===== src/rtl/prim_scan_pkg.sv =====
// Shared types and constants for the prime-range scan controller.
package prim_scan_pkg;

  // Candidate width is fixed by the numPrim checker.
  localparam int W      = 4;
  // Counter width; 0..15 holds at most 6 primes.
  localparam int CNT_W  = 3;
  // One mask bit per possible candidate value.
  localparam int MASK_W = 16;

  // Controller states, kept as plain 2-bit constants for legacy compatibility.
  typedef logic [1:0] state_t;
  localparam state_t IDLE = 2'd0;
  localparam state_t SCAN = 2'd1;
  localparam state_t HOLD = 2'd2;
  localparam state_t DONE = 2'd3;

endpackage


===== src/rtl/prim_scan_ctrl_numprim.sv =====
// Existing 4-bit combinational prime checker: out=1 for 2,3,5,7,11,13.
module numPrim (
  input  logic a,
  input  logic b,
  input  logic c,
  input  logic d,
  output logic out
);

  // Sum-of-products cover of the six primes below 16.
  assign out = (~a & ~b &  c)       // 2, 3
             | (~a &  b &  d)       // 5, 7
             | ( b & ~c &  d)       // 5, 13
             | (~b &  c &  d);      // 3, 11

endmodule


===== src/rtl/prim_scan_ctrl.sv =====
// Sweeps an inclusive range [lo, hi] through one numPrim checker, one
// candidate per cycle, streaming each prime out on a valid/ready interface
// and accumulating a prime count and a 16-bit prime mask.
module prim_scan_ctrl #(
  parameter int W     = prim_scan_pkg::W,
  parameter int CNT_W = prim_scan_pkg::CNT_W
) (
  input  logic                         clk,
  input  logic                         rst_n,
  input  logic                         start,
  input  logic [W-1:0]                 lo,
  input  logic [W-1:0]                 hi,
  output logic                         busy,
  output logic                         done,
  output logic                         err,
  output logic                         prim_valid,
  output logic [W-1:0]                 prim_data,
  input  logic                         prim_ready,
  output logic [CNT_W-1:0]             prim_count,
  output logic [prim_scan_pkg::MASK_W-1:0] prim_mask
);

  import prim_scan_pkg::*;

  state_t         state_reg;
  logic [W-1:0]   cur_reg;     // candidate currently presented to numPrim
  logic [W-1:0]   hi_reg;      // latched end of range
  logic           last_reg;    // the prime in HOLD was the final candidate
  logic           err_reg;     // latched lo > hi, reported with done
  logic           is_prime;

  // The checker sees only the registered candidate, so SCAN decisions are
  // based on a value that was stable for the whole cycle. The start value is
  // loaded straight into cur_reg, so no separate copy of lo is kept.
  numPrim u_num_prim (
    .a   (cur_reg[3]),
    .b   (cur_reg[2]),
    .c   (cur_reg[1]),
    .d   (cur_reg[0]),
    .out (is_prime)
  );

  // Status outputs decode directly from state flops.
  assign busy = (state_reg != IDLE);
  assign done = (state_reg == DONE);
  assign err  = (state_reg == DONE) & err_reg;

  // Main sequencer: range latch, candidate walk, stream handshake, stats.
  always_ff @(posedge clk or negedge rst_n) begin
    if (!rst_n) begin
      state_reg  <= IDLE;
      cur_reg    <= '0;
      hi_reg     <= '0;
      last_reg   <= 1'b0;
      err_reg    <= 1'b0;
      prim_valid <= 1'b0;
      prim_data  <= '0;
      prim_count <= '0;
      prim_mask  <= '0;
    end else begin
      case (state_reg)
        IDLE: begin
          if (start) begin
            hi_reg     <= hi;
            prim_count <= '0;
            prim_mask  <= '0;
            last_reg   <= 1'b0;
            if (lo > hi) begin
              err_reg   <= 1'b1;
              state_reg <= DONE;
            end else begin
              err_reg   <= 1'b0;
              cur_reg   <= lo;
              state_reg <= SCAN;
            end
          end
        end
        SCAN: begin
          if (is_prime) begin
            prim_data          <= cur_reg;
            prim_valid         <= 1'b1;
            prim_mask[cur_reg] <= 1'b1;
            prim_count         <= prim_count + 1'b1;
            last_reg           <= (cur_reg == hi_reg);
            state_reg          <= HOLD;
          end else if (cur_reg == hi_reg) begin
            // Termination is by compare, so hi=15 never wraps cur to 0.
            state_reg <= DONE;
          end else begin
            cur_reg <= cur_reg + 1'b1;
          end
        end
        HOLD: begin
          if (prim_ready) begin
            prim_valid <= 1'b0;
            if (last_reg) begin
              state_reg <= DONE;
            end else begin
              cur_reg   <= cur_reg + 1'b1;
              state_reg <= SCAN;
            end
          end
        end
        DONE: begin
          // Single-cycle completion; start is not sampled here.
          err_reg   <= 1'b0;
          state_reg <= IDLE;
        end
        default: state_reg <= IDLE;
      endcase
    end
  end

endmodule


===== config.mk =====
export PLATFORM = sky130hd
export DESIGN_NAME = prim_scan_ctrl
export DESIGN_NICKNAME = d
export VERILOG_FILES = /design/src/rtl/prim_scan_pkg.sv /design/src/rtl/prim_scan_ctrl_numprim.sv /design/src/rtl/prim_scan_ctrl.sv
export SDC_FILE = /design/constraint.sdc
export NUM_CORES = 1
export LEC_CHECK = 0
export ABC_AREA = 0
export CAP_MARGIN = 40
export CORE_ASPECT_RATIO = 1.25
export CORE_MARGIN = 5
export CORE_UTILIZATION = 60
export DETAILED_ROUTE_END_ITERATION = 8
export DONT_BUFFER_PORTS = 1
export PLACE_DENSITY_LB_ADDON = 0.08
export SLEW_MARGIN = 20
export SYNTH_ARGS = -nofsm -noshare
export SYNTH_HDL_FRONTEND = slang
export SYNTH_SLANG_ARGS = --single-unit

===== constraint.sdc =====
create_clock -name clk -period 2.48 [get_ports clk]
set_input_delay 0.496 -clock clk [delete_from_list [all_inputs] [get_ports clk]]
set_output_delay 0.496 -clock clk [all_outputs]
set_load 0.1 [all_outputs]

# Word level (Yosys, flattened, before mapping)
# Cells that the tools add are included.
[op_classes]
addsub = 2
multipliers = 0
div = 0
order_cmp = 3
n_eq_ne = 12
shift = 0
n_mux = 31
bitwise = 16
n_reduce_logical = 14
[op_table]
columns = ["op", "n"]
rows = [
  ["$mux W16", 2],
  ["$pmux W16 S2", 1],
  ["$mux W4", 6],
  ["$or A16 B16 Y16", 1],
  ["$ne A2 B2 Y1 const B", 7],
  ["$mux W2", 6],
  ["$pmux W4 S3", 1],
  ["$and A1 B1 Y1", 9],
  ["$reduce_and A3 Y1", 3],
  ["$pmux W2 S4", 1],
  ["$reduce_bool A2 Y1", 4],
  ["$mux W1", 7],
  ["$reduce_and A7 Y1", 1],
  ["$mux W3", 2],
  ["$pmux W1 S2", 3],
  ["$pmux W3 S2", 1],
  ["$reduce_and A2 Y1", 3],
  ["$lt A4 B5 Y1 const B", 1],
  ["$add A4 B1 Y4 const B", 1],
  ["$demux W1 S4", 1],
  ["$eq A2 B2 Y1 const B", 2],
  ["$eq A4 B4 Y1", 1],
  ["$ge A4 B1 Y1 const B", 1],
  ["$gt A4 B4 Y1", 1],
  ["other kinds (8)", 12],
]
[totals]
ff_bits = 36
latch_bits = 0
mem_bits_rw = 0
mem_bits_ro = 0
in_bits = 12
out_inout_bits = 27
elab_cells = 87
n_memories = 0

# Logic depth before layout (Yosys ltp)
[logic_depth]
depth_word = 8
depth_mapped = 9
ltp_nobuf = 7

# Cells and area by module
# A second synthesis with hierarchy kept.
[unflattened]
cells_unflattened = 192
hier_area_um2 = 1998.2
[by_module_without_submodules]
columns = ["module", "instances", "cells_per_inst", "area_per_inst_um2", "seq_area_each_um2"]
rows = [
  ["prim_scan_ctrl", 1, 189, 1973.1, 900.9],
  ["numPrim", 1, 3, 25.0, 0.0],
]

# Least setup slack after synthesis
# Ideal clock, no wire load.
[synth_path]
kind = "reg2out"
from = "reg state_reg[1]"
to = "out err"
arrival_ns = 2.076
required_time_ns = 1.984
path_slack_ns = -0.092
path_stages_with_launch = 3
n_path_buf = 0
cell_sequence = "dfrtp_1 ha_1 and2_1"
[synth_via]
elab_chain_cells = 2
[synth_lines]
columns = ["item", "line_no", "rtl"]
rows = [
  ["start, declared", "prim_scan_ctrl.sv:25", "state_t state_reg;"],
  ["start signal, assigned", "prim_scan_ctrl.sv:51", "state_reg <= IDLE;"],
  ["start signal, assigned", "prim_scan_ctrl.sv:70", "state_reg <= DONE;"],
  ["start signal, assigned", "prim_scan_ctrl.sv:74", "state_reg <= SCAN;"],
  ["$eq A2 B2 Y1", "-", ""],
  ["via done", "prim_scan_ctrl.sv:14", "output logic done,"],
  ["$and A1 B1 Y1", "prim_scan_ctrl.sv:46", "assign err = (state_reg == DONE) & err_reg;"],
  ["end, declared", "prim_scan_ctrl.sv:15", "output logic err,"],
]
# The timed path passes the listed nets, and every way through them passes these cells.

# Worst setup path in the final report
[layout_path]
from = "reg state_reg[1]"
to = "reg prim_mask[1] in the netlist's numbering"
[layout_via]
elab_chain_cells = 3
elab_cells_between_ends = 7
cone_classes = "eq/ne (3); mux (1); reduce/logical (3)"
[layout_lines]
columns = ["item", "line_no", "rtl"]
rows = [
  ["$eq A2 B1 Y1 / $logic_not A2 Y1 (equally long branches)", "prim_scan_ctrl.sv:61", "case (state_reg)"],
  ["$ne A2 B2 Y1 (no line) / $reduce_bool A2 Y1 (equally long branches)", "-", ""],
  ["$reduce_and A3 Y1 (no line)", "-", ""],
  ["end signal, assigned", "prim_scan_ctrl.sv:59", "prim_mask <= '0;"],
  ["end signal, assigned", "prim_scan_ctrl.sv:66", "prim_mask <= '0;"],
  ["end signal, assigned by index", "prim_scan_ctrl.sv:82", "prim_mask[cur_reg] <= 1'b1;"],
  ["end, declared", "prim_scan_ctrl.sv:20", "output logic [prim_scan_pkg::MASK_W-1:0] prim_mask"],
]
# Parallel ways exist; a longest one is shown, timed or not.
# A chain may end at the register's enable or synchronous reset.

==> results.rst <==
.. list-table::
   :header-rows: 1

   * - Metric
     - Value
   * - Result of the run
     - finished, final reports clean
   * - Slowest library cell on the worst path
     - sky130_fd_sc_hd__and2_1
   * - Width of the die
     - slightly above 60 µm
   * - Clock network latency to the later pin of the worst-skew pair
     - approximately 0.30 ns
   * - Drc violations
     - 0
   * - Number of pins with negative max-slew slack in the final report
     - 0
   * - EDFF count, synth
     - 0
   * - Maximum Capacitance Violations
     - 0
   * - Number of filler instances in the final layout
     - about 150
   * - Req. time, crit path
     - 2.69 ns
   * - CP bufs+invs
     - 2
   * - Share of flip-flops with an asynchronous set or reset
     - 1.00
   * - Number of routed nets with antenna violations
     - 0
   * - Number of placed I/O pins
     - 39
   * - Max frequency
     - roughly 430 MHz
   * - Critical Path End Type
     - flip-flop
   * - Core footprint
     - 3140 µm²
   * - Sequential area share after synthesis
     - 0.470
   * - Last weighted congestion value of the routability-driven placer
     - 0.776
   * - Flip-flop count of the largest register after layout
     - 16
   * - Fraction of layout instances using a drive strength above 1
     - 0.209
   * - Iteration-0 DRC Markers
     - 234
   * - Setup slack of the worst register-to-register path
     - around 0.13 ns
   * - Clock-pin slew on the worst setup and hold paths
     - ~0.08 ns
   * - Number of gates resized after cts
     - 0
   * - Buffer cell driving the clock tree root
     - sky130_fd_sc_hd__clkbuf_8
   * - Min Tclk post-route
     - ~2.3 ns
   * - CTS sink count
     - 36
   * - Predominant post-synthesis flop cell
     - sky130_fd_sc_hd__dfrtp_1
   * - Layout Nets
     - 264
   * - Clock Skews
     - around 0.009 ns
   * - Routed metal-1 wirelength
     - roughly 2300 µm
   * - Setup repair after global routing missed its margin
     - no
   * - Mean cell area of the mapped netlist
     - 9.94 µm²
   * - Maximum fanout along the worst path
     - 22
   * - Count of port buffers added during placement
     - 0
   * - Growth of design area from synthesis to finish
     - 38.6%
   * - Routed length on met3
     - approximately 520 µm
   * - Met2 wire len
     - just under 3000 µm
   * - Total GRT Usage
     - 0.302
   * - Final Hold Vio Count
     - 0
   * - Sequential standard cell area
     - ~900 µm²
   * - Final TNS setup
     - 0 ns
   * - Worst relative slew slack
     - 0.472
   * - Post-synthesis cell type count
     - 36
   * - Chip Height
     - 73.2 µm
   * - Global-route wire length before repair
     - approximately 9600 µm
   * - Buffer depth of the longest clock path
     - 2
   * - Total number of vias
     - ~1700
   * - Utilization after layout
     - 0.848
   * - Number of inserted diodes
     - 0
   * - Per-cell routed wire length
     - 21.2 µm
   * - Area of the mapped netlist
     - 1920 µm²
   * - Critical path class
     - reg2reg
   * - Area leader, netlist
     - sky130_fd_sc_hd__dfrtp_1
   * - Kind of cell with the highest combined delay on the critical path
     - simple AND/OR/NAND/NOR gates
   * - Final period utilization
     - 0.946
   * - DP HPWL
     - 4090 µm
   * - Total congestion overflow after global routing
     - 0
   * - Mean number of vias per cell
     - a little over 6
   * - Final setup viols
     - 0
   * - Core Rows
     - 23
   * - Largest register by flop count
     - prim_mask
   * - Vias in the first global route
     - roughly 1800
   * - Pin count of the biggest net entering global routing
     - 37
   * - Post-synthesis instance total
     - 193
   * - Register bit count reported by yosys
     - 36
   * - DRT Wirelength
     - ~5900 µm
   * - Die area
     - 4430 µm²
   * - Synthesis Warnings
     - 0
   * - TritonCTS clock tree
     - done
   * - Top routing layer in use
     - met4
   * - Classification of the worst-slack hold path
     - in2async
   * - Number of CTS-inserted buffers
     - 5
   * - Number of detailed-route iterations in the first pass
     - 4
   * - Slowest Stage Delay on Critical Path
     - 0.66 ns
   * - Cell breakdown of the critical path
     - inv_1 -> ha_1 -> inv_1 -> o21ai_0 -> and2_1 -> a31oi_1 -> nor2_1
   * - Mapped Nets
     - around 220
   * - Most prevalent standard cell on the critical path
     - sky130_fd_sc_hd__inv_1
   * - Multi-input gate area in the final layout
     - about 910 µm²
   * - Top cells by area, synth
     - sky130_fd_sc_hd__dfrtp_1, sky130_fd_sc_hd__ha_1, sky130_fd_sc_hd__a31oi_1
   * - Area share of the largest cell type after synthesis
     - 0.470
   * - Arrival time at the worst endpoint
     - roughly 2.6 ns
   * - CP Launch Type
     - flip-flop
   * - Number of antenna violations at the first check in global routing
     - 0
   * - Slew of the pin with the lowest slew margin
     - slightly below 0.8 ns
   * - Starting density of the core
     - 0.611
   * - CTS H-tree lvls
     - 2
-- per-stage QoR --
| step | hold slack [ns] | setup WS [ns] | instances | instance area (µm²) |
|---|---|---|---|---|
| detailed placement | 0.201 | 0.247 | 268 | 2540 |
| CTS | 0.0221 | 0.206 | 276 | 2660 |
| global placement | 0.201 | 0.430 | 234 | 2010 |
| finish | 0.0202 | 0.135 | 276 | 2660 |
| global route | 0.0172 | 0.0301 | 276 | 2660 |
| floorplan | 0.200 | 0.147 | 193 | 1920 |
-- logic make-up (layout without fill, tap and decap cells) --
kind of cell,count (synthesis),after routing,synth area share
compound gates,51,51,0.178
xor+xnor,4,4,0.0183
fa+ha+maj,13,13,0.0848
buf+inv,22,68,0.0574
flops,36,36,0.470
mux,4,4,0.0248
simple gates,63,63,0.167
-- cell type report --
type                    count  area share
flip-flops and latches     36       0.339
multi-input cells         135       0.342
well taps                  37      0.0174
clock buffers               7      0.0362
repair buffers             47       0.246
inverters                  14      0.0198
-- worst register-to-register path: cells and delay by family, from the launching register on --
family,cells,cell delay (ns)
adder cells (fa/ha/maj),1,0.36
AND/OR/NAND/NOR,2,0.84
buffers and inverters,2,0.25
flip-flops,1,0.41
AO/OA/AOI/OAI,2,0.39
-- Yosys cell counts, drive strengths merged, types with 2 or more instances --
cell    instances
inv            14
nand2          16
o21ai          15
mux2            3
dfrtp          36
ha             13
buf             5
and2            4
nand3           5
xor2            4
clkbuf          3
a31oi          20
nor2           22
nand4b          2
nand4           3
nand2b          3
and4            2
a31o            2
nor2b           4
a21oi           8
-- timing repair --
action | CTS | global route
hold endpoints to repair | 36 | 0
hold buffers | 1 | 0
setup buffers | 0 | 0
-- routing by layer --
| metal | GRT usage | vias to the layer above |
|---|---|---|
| li1 | - | 761 |
| met1 | 0.387 | 857 |
| met2 | 0.480 | 87 |
| met3 | 0.0903 | 14 |
| met4 | 0.106 | 0 |
| met5 | 0 | - |
-- cell usage in the layout (no fill, tap or decap), drive strengths merged --
cell,count
mux2i,1
or2,1
mux2,3
a22oi,1
nand2b,3
xor2,4
a221o,1
nor2,22
ha,13
a211oi,1
and4,2
a31oi,20
and2,4
a21oi,8
nand2,16
nand3,5
o21ai,15
inv,14
buf,47
o21bai,1
nand4,3
nor2b,4
dfrtp,36
nor4,1
o211ai,1
nand4b,2
o221ai,1
clkbuf,7
a31o,2
-- final timing paths --
path | from | end | depth (start not counted)
max in group asynchronous | rst_n | hi_reg[2]$_DFFE_PN0P_ | 1
min in group clk | hi[0] | hi_reg[0]$_DFFE_PN0P_ | 1
worst max-delay path | state_reg[1]$_DFFE_PN0P_ | prim_mask[1]$_DFFE_PN0P_ | 7
worst max register to register | state_reg[1]$_DFFE_PN0P_ | prim_mask[1]$_DFFE_PN0P_ | 7
worst min register to register | hi_reg[1]$_DFFE_PN0P_ | hi_reg[1]$_DFFE_PN0P_ | 2
worst min-delay path | rst_n | prim_mask[9]$_DFFE_PN0P_ | 1
Power is not shown: default switching activity piles up to over one toggle a cycle in this logic, so the estimate is an artifact.
==> edit 1: new RTL, same flow settings <==
The package constant `MASK_W` goes from 16 to 24.
--- a/src/rtl/prim_scan_pkg.sv
+++ b/src/rtl/prim_scan_pkg.sv
@@ -6,7 +6,7 @@
   // Counter width; 0..15 holds at most 6 primes.
   localparam int CNT_W  = 3;
   // One mask bit per possible candidate value.
-  localparam int MASK_W = 16;
+  localparam int MASK_W = 24;
 
   // Controller states, kept as plain 2-bit constants for legacy compatibility.
   typedef logic [1:0] state_t;
Ports: changed (resized prim_mask); port bits go from 39 to 47. The function was not compared with the original's and may differ.
==> edit 1 against the original RTL <==
  * Sequential cell count stayed put
  * Worst setup slack better by 0.22 ns
  * Routed wire length is 16% lower
  * Final area is 2.9% lower
  * Maximum frequency is 11% higher
  * Synthesized area is 2.7% higher
  * Largest cell class unchanged
Power is not shown: default switching activity piles up to over one toggle a cycle in this logic, so the estimate is an artifact.
==> edit 1: results (changes against the original RTL) <==
run_status:
  status: "completed"
yosys:
  yosys_warnings: 0  # unchanged
  yosysUniqueCellTypes: 37  # +2.8%
  yosys-top-cells-area: "dfrtp_1 46%, ha_1 8.3%, a31oi_1 6.0%"
  ys_seq_area_share_pct: 45.7  # -1.2 points
  async_flop_share_pct: 100  # unchanged
  synthTopCellsByCount: "36 x dfrtp_1, 23 x nor2_1, 19 x a31oi_1"
cts:
  clkLatencyLatePin_ns: 0.28  # -0.02 ns
  cts_inserted_buffers: 5  # unchanged
  h-tree-depth: 2  # unchanged
sta:
  tightest_slew_ns: 0.909  # +0.117 ns
  clock_skew_ns: 0.0110  # +0.00204 ns
detailed_routing:
  vias_per_cell: 5.82  # -6.5%
  first_pass_iters: 4  # unchanged
  wl_per_cell_um: 17.6  # -17%
  first_iter_violations: 73  # -69%
setup_path:
  arrival_ns: 2.29  # -0.27 ns
  slowest_delay_ns: 0.44  # -0.22 ns
  path_max_fanout: 10  # -55%
  crit_slowest_cell: "dfrtp_1"
  crit_family: "compound AO/OA/AOI/OAI gates"
global_routing:
  grt_pass1_wl_mm: 7.18  # -25%
  antenna_found_initial: 0  # unchanged
  grt.total_usage_pct: 21.3  # -8.9 points
placed_design:
  dp_hpwl_mm: 3.33  # -19%
  gp_congestion: 0.829  # +6.8%
  placed_cell_area_mm2: 0.00232  # -8.9%
  io_buffers: 0  # unchanged
cells_and_area:
  largest_reg_flops: 16  # unchanged
  fin_nets: 267  # +1.1%
  drive_gt1_share_pct: 18.6  # -2.3 points
[edit 1: cells by family after synthesis]
kind of cell | count (synthesis) | synth area share [%]
AOI/OAI and AO/OA | 53 | 17.0
xor gates and xnor gates | 4 | 1.78
adders and majority gates | 13 | 8.26
buffers and inverters | 32 | 8.77
DFF | 36 | 45.7
muxes | 7 | 3.94
other | 1 | 0.190
and+or+nand+nor | 56 | 14.4
[edit 1: worst reg2reg max path: cells and delay by family (launching register included)]
kind | cells | cell delay (ns)
compound gates | 2 | 0.54
fa+ha+maj | 1 | 0.38
buf+inv | 3 | 0.29
flops | 1 | 0.44
mux | 1 | 0.36
[edit 1: metal layers]
layer | up-vias | GRT usage, % | share of wire (%) | wire length [µm]
met2 | 68 | 37.3 | 53 | 2610
met1 | 779 | 25.1 | 39 | 1920
li1 | 769 | - | - | -
met5 | - | 0 | 0 | 0
met4 | 0 | 7.71 | 1.4 | 67
met3 | 8 | 4.51 | 6.2 | 305
[edit 1: timing repair]
item | CTS | global route
setup buffers | 0 | 0
endpoints found under the hold margin | 36 | 0
resized for setup | 0 | 0
hold buffers | 1 | 0
[edit 1: final timing paths]
| check | startpoint | endpoint | slack [ns] | depth (start not counted) |
|---|---|---|---|---|
| setup reg to reg | state_reg[1] | state_reg[1] | 0.36 | 7 |
| min in group clk | hi[0] | hi_reg[0] | 0.37 | 1 |
| setup / recovery | state_reg[1] | state_reg[1] | 0.36 | 7 |
| hold / removal | rst_n | prim_mask[15] | 0.04 | 1 |
| hold reg to reg | hi_reg[3] | hi_reg[3] | 0.50 | 2 |
| max in group asynchronous | rst_n | prim_mask[12] | 2.25 | 1 |
[edit 1: per-stage QoR]
| stage | instances | setup WS (ns) | util (%) | hold slack (ns) |
|---|---|---|---|---|
| floorplan | 209 | 0.138 | - | 0.200 |
| global placement | 237 | 0.478 | 62.7 | 0.201 |
| detailed placement | 257 | 0.427 | 72.5 | 0.201 |
| CTS | 265 | 0.398 | 75.6 | 0.0476 |
| global route | 279 | 0.237 | 80.8 | 0.0508 |
| finish | 279 | 0.358 | 80.8 | 0.0406 |
[edit 1: area by class of cell]
type	instances	area [µm²]
fillers	173	612
multi-input cells	141	923
clock buffers	6	72.6
flip-flops and latches	36	901
repair buffers	44	582
well taps	37	46.3
inverters	14	52.6
clock inverters	1	5.00
==> edit 2: new RTL, same settings <==
Made on the original files. Make the reset (`rst_n`) synchronous in one clocked block.
--- a/src/rtl/prim_scan_ctrl.sv
+++ b/src/rtl/prim_scan_ctrl.sv
@@ -46,7 +46,7 @@
   assign err  = (state_reg == DONE) & err_reg;
 
   // Main sequencer: range latch, candidate walk, stream handshake, stats.
-  always_ff @(posedge clk or negedge rst_n) begin
+  always_ff @(posedge clk) begin
     if (!rst_n) begin
       state_reg  <= IDLE;
       cur_reg    <= '0;
Behaviour: differs if rst_n is asserted again (counterexample within 4 cycles, from zero or initial values and one cycle with rst_n low); with rst_n held inactive, the same outputs for 10 cycles.
==> edit 2 against the original RTL <==
  * Critical path depth stayed put
  * Synthesized area is 3.9% lower
  * Worst setup slack better by 0.15 ns
  * Maximum frequency is 6.9% higher
  * Utilization is 12 points lower
  * Final area is 20% lower
  * Sequential cell count stayed put
  * Routed wire length is 28% lower
  * Highest routed layer unchanged
==> edit 2: results (changes against the original RTL) <==
cells_and_area:
  multi_input_area_mm2: 0.00102  # +13%
  clkCellAreaFrac_pct: 3.74  # +0.12 points
  buffer_area_share_pct: 10.8  # -14 points
  n_antenna_cell: 0  # unchanged
  fillCellCount: 217  # +43%
  nNonClkBuffers: 29  # -38%
  seq_area_um2: 721  # -20%
  num-multi-input-gates: 145  # +7.4%
  fin_nets: 254  # -3.8%
  inverters: 11  # -3
detailed_routing:
  first_iter_violations: 52  # -78%
  first_pass_iters: 5  # +1
  wl_met3_um: 335  # -35%
  wl_met2_mm: 2.06  # -29%
  wl_met1_mm: 1.72  # -25%
  num_vias: 1558  # -9.4%
  drt-total-wl_mm: 4.23  # -28%
global_routing:
  grt.total_usage_pct: 21.4  # -8.8 points
  grt_util_met2_pct: 37.1  # -11 points
  grt_start_max_net_pins: 24  # -35%
  grt_pass1_wl_mm: 7.11  # -26%
  gr-usage-met1_pct: 23.3  # -15 points
sta:
  tightest_slew_ns: 0.580  # -0.212 ns
  clock_skew_ns: 0.0123  # +0.00336 ns
  holdWs_ns: 0.283  # +0.263 ns
yosys:
  async_flop_share_pct: 0  # -100 points
  ys_seq_area_share_pct: 39.1  # -7.9 points
  yosysUniqueCellTypes: 42  # +17%
  synthTopCellsByCount: "36 x dfxtp_1, 29 x nor2_1, 19 x a31oi_1"
  syn_nets: 227  # +4.1%
  yosys-top-cells-area: "dfxtp_1 39%, ha_1 9.5%, a31oi_1 6.4%"
cts:
  root_buffer: "clkbuf_4"
  clkTransAtPathRegs_ns: 0.12  # +0.04 ns
  ctsResizeCount: 0  # unchanged
  clkLatencyLatePin_ns: 0.34  # +0.04 ns
min_path:
  hold_path.class: "in2reg"
floorplanning:
  num_tap_cells: 36  # -2.7%
setup_path:
  cp-startpoint: "state_reg[1]"
  arrival_ns: 2.44  # -0.12 ns
  path_max_fanout: 9  # -59%
  reg2reg_setup_slack_ns: 0.29  # +0.15 ns
  timing.rr.end: "cur_reg[0]"
placed_design:
  placed_cell_area_mm2: 0.00206  # -19%
  gp_congestion: 0.876  # +13%
  dp_hpwl_mm: 3.17  # -23%
  io_buffers: 0  # unchanged
power_and_ir_drop:
  leakagePower_nw: 0.909
run_status:
  status: "completed"
-- edit 2: cell types whose count changed in the layout (fill, tap and decap cells not counted), moves of 12 or more --
cell,delta
buf_1,-17
buf_16,-17
buf_4,+17
dfrtp_1,-36
dfxtp_1,+36
o21ai_0,-12
-- edit 2: critical path, stage by stage, from the launching register on --
cell	delay [ns]
dfxtp_1	0.42
inv_1	0.10
ha_1	0.30
nor2b_1	0.20
a211o_1	0.28
a211oi_2	0.37
o211ai_1	0.15
a32o_1	0.28
-- edit 2: worst min path at each step --
stage	cells after the start	to
CTS	2	cur_reg[3]
detailed placement	2	hi_reg[3]
finish	2	cur_reg[3]
global placement	2	prim_mask[4]
floorplan	2	err_reg
global route	2	hi_reg[2]
-- edit 2: cell families (layout without fill, tap and decap cells) --
kind of cell / count (synthesis) / after routing / synth area share [%]
mux: 7 / 7 / 3.80
compound gates: 49 / 49 / 19.7
simple gates: 70 / 70 / 20.0
flops: 36 / 36 / 39.1
fa+ha+maj: 14 / 14 / 9.50
xor+xnor: 5 / 5 / 2.38
buf+inv: 20 / 48 / 5.50
-- edit 2: stage by stage --
step | util, % | cells | setup slack (ns) | total power [mW]
6_report | 72.6 | 265 | 0.285 | 2.72
5_1_grt | 72.6 | 265 | 0.164 | 2.87
4_1_cts | 72.6 | 265 | 0.276 | 2.72
3_5_place_dp | 69.9 | 257 | 0.291 | 2.30
3_3_place_gp | 69.9 | 257 | 0.406 | 2.24
2_1_floorplan | - | 201 | 0.113 | 2.06
-- edit 2: report_power, final --
| group | switching, mW | internal [mW] |
|---|---|---|
| Clock | 0.200 | 0.210 |
| Combinational | 1.03 | 0.485 |
| Sequential | 0.120 | 0.671 |
| Total | 1.35 | 1.37 |
